[src/rtl/hdmi_video_timing_gen.sv]
// Raster timing and test-pattern source for the HDMI transceiver rgb inputs.
// All outputs registered; they reflect the counter state of the previous cycle.
module hdmi_video_timing_gen #(
  parameter int   H_ACTIVE  = 640,
  parameter int   H_FP      = 16,
  parameter int   H_SYNC    = 96,
  parameter int   H_BP      = 48,
  parameter int   V_ACTIVE  = 480,
  parameter int   V_FP      = 10,
  parameter int   V_SYNC    = 2,
  parameter int   V_BP      = 33,
  parameter logic HSYNC_POL = 1'b0,
  parameter logic VSYNC_POL = 1'b0
) (
  input  logic        clk_low,
  input  logic        reset,
  input  logic        enable,
  input  logic [1:0]  pattern_sel,
  output logic        hsync,
  output logic        vsync,
  output logic        de,
  output logic [7:0]  red,
  output logic [7:0]  green,
  output logic [7:0]  blue,
  output logic [10:0] x,
  output logic [10:0] y,
  output logic        frame_start
);

  localparam logic [10:0] HA    = 11'(H_ACTIVE);
  localparam logic [10:0] HS0   = 11'(H_ACTIVE + H_FP);
  localparam logic [10:0] HS1   = 11'(H_ACTIVE + H_FP + H_SYNC);
  localparam logic [10:0] H_END = 11'(H_ACTIVE + H_FP + H_SYNC + H_BP - 1);
  localparam logic [10:0] VA    = 11'(V_ACTIVE);
  localparam logic [10:0] VS0   = 11'(V_ACTIVE + V_FP);
  localparam logic [10:0] VS1   = 11'(V_ACTIVE + V_FP + V_SYNC);
  localparam logic [10:0] V_END = 11'(V_ACTIVE + V_FP + V_SYNC + V_BP - 1);
  localparam logic [10:0] BAR_L = 11'(H_ACTIVE / 8 - 1);

  logic [10:0] h_cnt_q, h_cnt_d;
  logic [10:0] v_cnt_q, v_cnt_d;
  logic [10:0] bar_cnt_q, bar_cnt_d;
  logic [2:0]  bar_idx_q, bar_idx_d;
  logic [1:0]  pat_q, pat_d;
  logic        hsync_q, hsync_d;
  logic        vsync_q, vsync_d;
  logic        de_q, de_d;
  logic [23:0] rgb_q, rgb_d;
  logic [10:0] x_q, x_d;
  logic [10:0] y_q, y_d;
  logic        fs_q, fs_d;

  logic        h_wrap, v_wrap, sof, active;
  logic [1:0]  pat;
  logic [23:0] bar_rgb, colour;

  always_comb begin
    h_wrap = (h_cnt_q == H_END);
    v_wrap = (v_cnt_q == V_END);
    sof    = (h_cnt_q == '0) && (v_cnt_q == '0);
    active = (h_cnt_q < HA) && (v_cnt_q < VA);
    // The pattern for pixel (0,0) already uses the newly sampled select.
    pat    = sof ? pattern_sel : pat_q;

    case (bar_idx_q)
      3'd0:    bar_rgb = 24'hFFFFFF;
      3'd1:    bar_rgb = 24'hFFFF00;
      3'd2:    bar_rgb = 24'h00FFFF;
      3'd3:    bar_rgb = 24'h00FF00;
      3'd4:    bar_rgb = 24'hFF00FF;
      3'd5:    bar_rgb = 24'hFF0000;
      3'd6:    bar_rgb = 24'h0000FF;
      default: bar_rgb = 24'h000000;
    endcase

    case (pat)
      2'd0:    colour = bar_rgb;
      2'd1:    colour = {3{h_cnt_q[7:0]}};
      2'd2:    colour = (h_cnt_q[5] ^ v_cnt_q[5]) ? 24'h000000 : 24'hFFFFFF;
      default: colour = 24'h00FF00;
    endcase

    h_cnt_d   = '0;
    v_cnt_d   = '0;
    bar_cnt_d = '0;
    bar_idx_d = '0;
    pat_d     = pat_q;
    hsync_d   = ~HSYNC_POL;
    vsync_d   = ~VSYNC_POL;
    de_d      = 1'b0;
    rgb_d     = '0;
    x_d       = '0;
    y_d       = '0;
    fs_d      = 1'b0;

    if (enable) begin
      h_cnt_d = h_wrap ? '0 : h_cnt_q + 11'd1;
      v_cnt_d = v_cnt_q;
      if (h_wrap)
        v_cnt_d = v_wrap ? '0 : v_cnt_q + 11'd1;

      // Bar position tracks h_cnt; leftover pixels stay in the last bar.
      bar_cnt_d = bar_cnt_q;
      bar_idx_d = bar_idx_q;
      if (h_wrap) begin
        bar_cnt_d = '0;
        bar_idx_d = '0;
      end else if (h_cnt_q < HA) begin
        if (bar_cnt_q == BAR_L && bar_idx_q != 3'd7) begin
          bar_cnt_d = '0;
          bar_idx_d = bar_idx_q + 3'd1;
        end else begin
          bar_cnt_d = bar_cnt_q + 11'd1;
        end
      end

      pat_d = pat;
      if (h_cnt_q >= HS0 && h_cnt_q < HS1)
        hsync_d = HSYNC_POL;
      if (v_cnt_q >= VS0 && v_cnt_q < VS1)
        vsync_d = VSYNC_POL;
      de_d  = active;
      rgb_d = active ? colour : '0;
      x_d   = active ? h_cnt_q : '0;
      y_d   = active ? v_cnt_q : '0;
      fs_d  = sof && active;
    end
  end

  always_ff @(posedge clk_low or posedge reset) begin
    if (reset) begin
      h_cnt_q   <= '0;
      v_cnt_q   <= '0;
      bar_cnt_q <= '0;
      bar_idx_q <= '0;
      pat_q     <= '0;
      hsync_q   <= ~HSYNC_POL;
      vsync_q   <= ~VSYNC_POL;
      de_q      <= 1'b0;
      rgb_q     <= '0;
      x_q       <= '0;
      y_q       <= '0;
      fs_q      <= 1'b0;
    end else begin
      h_cnt_q   <= h_cnt_d;
      v_cnt_q   <= v_cnt_d;
      bar_cnt_q <= bar_cnt_d;
      bar_idx_q <= bar_idx_d;
      pat_q     <= pat_d;
      hsync_q   <= hsync_d;
      vsync_q   <= vsync_d;
      de_q      <= de_d;
      rgb_q     <= rgb_d;
      x_q       <= x_d;
      y_q       <= y_d;
      fs_q      <= fs_d;
    end
  end

  assign hsync       = hsync_q;
  assign vsync       = vsync_q;
  assign de          = de_q;
  assign red         = rgb_q[23:16];
  assign green       = rgb_q[15:8];
  assign blue        = rgb_q[7:0];
  assign x           = x_q;
  assign y           = y_q;
  assign frame_start = fs_q;

endmodule

[config.mk]
export PLATFORM = sky130hd
export DESIGN_NAME = hdmi_video_timing_gen
export DESIGN_NICKNAME = d
export VERILOG_FILES = /design/src/rtl/hdmi_video_timing_gen.sv
export SDC_FILE = /design/constraint.sdc
export NUM_CORES = 1
export LEC_CHECK = 0
export CORE_MARGIN = 8
export CORE_UTILIZATION = 34
export CTS_BUF_LIST = sky130_fd_sc_hd__clkbuf_8 sky130_fd_sc_hd__clkbuf_16
export DETAILED_ROUTE_END_ITERATION = 10
export PLACE_DENSITY_LB_ADDON = 0.05
export SETUP_SLACK_MARGIN = 0.2
export SLEW_MARGIN = 20
export SYNTH_ARGS = -nofsm -noshare
export SYNTH_HDL_FRONTEND = slang
export SYNTH_SLANG_ARGS = --single-unit
[constraint.sdc]
create_clock -name clk_low -period 2.75 [get_ports clk_low]
set_clock_uncertainty 0.05 [all_clocks]
set_input_delay 0.275 -clock clk_low [delete_from_list [all_inputs] [get_ports clk_low]]
set_output_delay 0.275 -clock clk_low [all_outputs]
set_load 0.005 [all_outputs]
==> summary.md <==
| Metric | Value |
|---|---|
| Status | complete, no violations |
| Final-layout fill cell count | approximately 1,200 |
| Asr flop ratio synth | 1.000 |
| CP endpoint | rgb_q[3] |
| Post-layout min period | roughly 2400 ps |
| CTS Buf Count | 9 |
| I/O Buffers | 54 |
| Area occupied by registers | 2205 um^2 |
| Mean number of vias per cell | 4.902 |
| Global-route met1 utilization | 0.1679 |
| Met2 Resource Use GR | 0.2085 |
| CTS Sinks | 88 |
| Full die area | about 16,000 um^2 |
| I/O pins | 55 |
| Critical path arrival | 2630 ps |
| First-pass GRT wire length | 16,600 um |
| Nets | ~480 |
| Final wirelength | 9788 um |
| Critical path class | register to register |
| Post-synth top flop | dfrtp_1 |
| Die width | approximately 130 um |
| Critical Path Fanout Max | 8 |
| Met3 Usage GRT | 0.02932 |
| Drc violations | 0 |
| Seq cells post-synth | ~90 |
| Busiest grt layer | met2 |
| TritonCTS clock tree | done |
| Slew Limit Fails | 0 |
| Post-route ant nets | 0 |
| Sequential share of the synthesized area | 0.5405 |
| CTS H-Tree Depth | 3 |
| Multi-input gate area | 1740 um^2 |
| DR pass1 iterations | 4 |
| Worst Hold Class | input pin to asynchronous set/reset pin |
| GRT Total Usage | 0.1319 |
| Site Rows | 40 |
| Critical Path Start Type | register |
| Maximum clock insertion buffer count | 2 |
| Worst VDD drop | 232.5 uV |
| Reg-to-reg setup timing slack | between 300 and 400 ps |
| EDFF count, synth | 0 |
| Via count | around 3,000 |
| Final hold violations | 0 |
| Post-Syn Area | roughly 4000 um^2 |
| Avg Inst Size Synth | between 10 and 15 um^2 |
| Drt initial violations | 142 |
| Critical Path Sink Type | register |
| Final Util | 0.4427 |
| PwrDens | 586.9 nW/um^2 |
| Max Freq | slightly above 0.4 GHz |
| GPL Wtd Cong | 0.7687 |
| Final setup fails | 0 |
| Clock-pin slew on the worst setup and hold paths | 60 ps |
| Post-Synthesis Cells | roughly 390 |
| MaxCap Viol Count | 0 |
| Ys Warns | 0 |
| R2r startpoint | h_cnt_q[0] |
| Yosys top cell area share | 0.5276 |
| CP Launch Point | h_cnt_q[0] |
| Post-synth cell types | 54 |
| Share of layout cells above drive strength 1 | 0.1478 |
| Unrepaired setup endpoints after global routing | true |
| Post-DP HPWL | between 6000 and 7000 um |
| R2r endpoint | rgb_q[3] |
| Slew Limit Headroom | 0.6349 |
| Initial antenna violation count | 0 |
| Syn-to-layout area delta | 28.74% |
| Synth area leaders | dfrtp_1 (53%), a21oi_1 (3.6%), nor2_1 (3.5%), ha_1 (3.4%), xor2_1 (2.8%) |
| Leakage power | 2.384 nW |
| Number of global-route vias before repair | 3,142 |
| Routed wire per std cell | 15.94 um |
| Root buffer cell | clkbuf_16 |
| Post-synth top area cell | dfrtp_1 |
| Worst-Margin Slew | between 500 and 600 ps |
| WP data required | 2960 ps |
| N_diodes | 0 |
| Final period utilization | 0.8791 |
| Insertion delay to the later sink of the worst-skew pair | 340 ps |
| Initial Util | 0.3439 |
| Die height | 125.5 um |
| Cells on worst reg2reg path | 10 |
| Cts hold-fix bufs | 0 |
| Setup total negative slack | 0 ps |
| Largest net degree at the start of global routing | 67 |
| Core footprint | 11,860 um^2 |
| Grt total ovfl | 0 |
power by group:
group | switching [mW] | internal [mW]
Clock | 0.511 | 0.639
Sequential | 0.0382 | 1.37
Combinational | 0.253 | 0.266
worst max-delay path: stages, from the launching register on:
cell and delay [ps]:
dfrtp_1 450, inv_1 110, ha_1 180, nor4b_4 270, nand4_4 180, nor2_8 180
buf_4 140, buf_4 100, mux2i_1 300, a2bb2oi_2 180, a21oi_1 200
sequential cells by signal, indices dropped and copies added (netlist names):
name / count
rgb_q: 24
bar_cnt_q: 11
h_cnt_q: 11
v_cnt_q: 11
x: 11
y: 11
bar_idx_q: 3
pat_q: 2
de: 1
frame_start: 1
hsync: 1
vsync: 1
routing by layer:
layer	routed length (um)	vias up	part of all wire
met1	4580	1484	0.47
met5	0	-	0
met2	4573	44	0.47
met3	424	12	0.043
li1	-	1470	-
met4	209	0	0.021
per-stage QoR:
step	instances	power, mW	worst slack, ps	instance area [um^2]	hold slack [ps]
global route	614	3.239	142.2	5251	315.4
detailed placement	589	1.921	208.6	4866	443.7
global placement	589	1.916	304.4	4866	454.0
finish	614	3.082	332.5	5251	281.1
CTS	607	3.110	204.0	5167	286.7
floorplan	387	1.694	391.9	4090	384.8
layout make-up:
type                       instances  share of cell area
tap                              147             0.03502
multi-input combinational        264              0.3314
sequential                        88              0.4198
timing repair buffer              83              0.1475
clock inverter                     6            0.008339
inverter                          16             0.01239
clock buffer                      10             0.04551
worst min-delay path by stage:
stage | startpoint | depth (start not counted) | endpoint
after global routing | reset | 2 | x[10]
after detailed placement | bar_cnt_q[6] | 1 | bar_cnt_q[6]
final | reset | 2 | x[10]
after CTS | reset | 2 | x[10]
after global placement | bar_cnt_q[3] | 1 | bar_cnt_q[3]
after floorplan | enable | 1 | h_cnt_q[1]
timing repair:
action,in CTS,in global routing
gates resized for setup,1,6
setup endpoints to repair,18,23
buffers inserted,2,7
pin swaps,2,1
placed cells by master, fill, tap and decap left out, types with 4 or more instances in the layout:
master and n:
dfrtp_1 86, clkdlybuf4s50_1 54, nor2_1 38, a21oi_1 29, nand2_1 28, buf_4 27, o21ai_0 20, and2_1 18
inv_1 14, xor2_1 13, and3_1 12, ha_1 11, xnor2_1 9, clkbuf_16 9, nand4_1 8, nor3_1 7
nand3_1 5, nand2b_1 5, nor4_1 4
logic make-up (layout without fill, tap and decap cells):
kind of cell,count (synthesis),count (layout),share of synthesized area
multiplexers,5,5,0.01258
flip-flops,88,88,0.5405
other,1,3,0.0009194
XOR/XNOR,22,22,0.04724
AO/OA/AOI/OAI,72,72,0.1175
adder cells (fa/ha/maj),11,11,0.03374
buffers and inverters,35,115,0.04233
AND/OR/NAND/NOR,151,151,0.2052
synth_stat cells (all sizes together), types with 2 or more instances:
| cell | count |
|---|---|
| nand4 | 9 |
| clkbuf | 7 |
| o31ai | 6 |
| a2bb2oi | 2 |
| or4 | 2 |
| or3 | 2 |
| a21oi | 29 |
| xnor2 | 9 |
| nand2 | 28 |
| o22ai | 2 |
| dfstp | 2 |
| o21ai | 22 |
| a21o | 3 |
| nor3b | 2 |
| nor3 | 7 |
| nor4b | 3 |
| nand2b | 5 |
| mux2i | 4 |
| nor4 | 5 |
| and2 | 18 |
| buf | 12 |
| o21bai | 2 |
| xor2 | 13 |
| inv | 15 |
| and4 | 3 |
| nand4b | 3 |
| and3 | 12 |
| nor2b | 3 |
| or2 | 2 |
| nand3 | 5 |
| dfrtp | 86 |
| ha | 11 |
| nor2 | 39 |
| nand3b | 2 |
(Power assumes the default switching activity.)
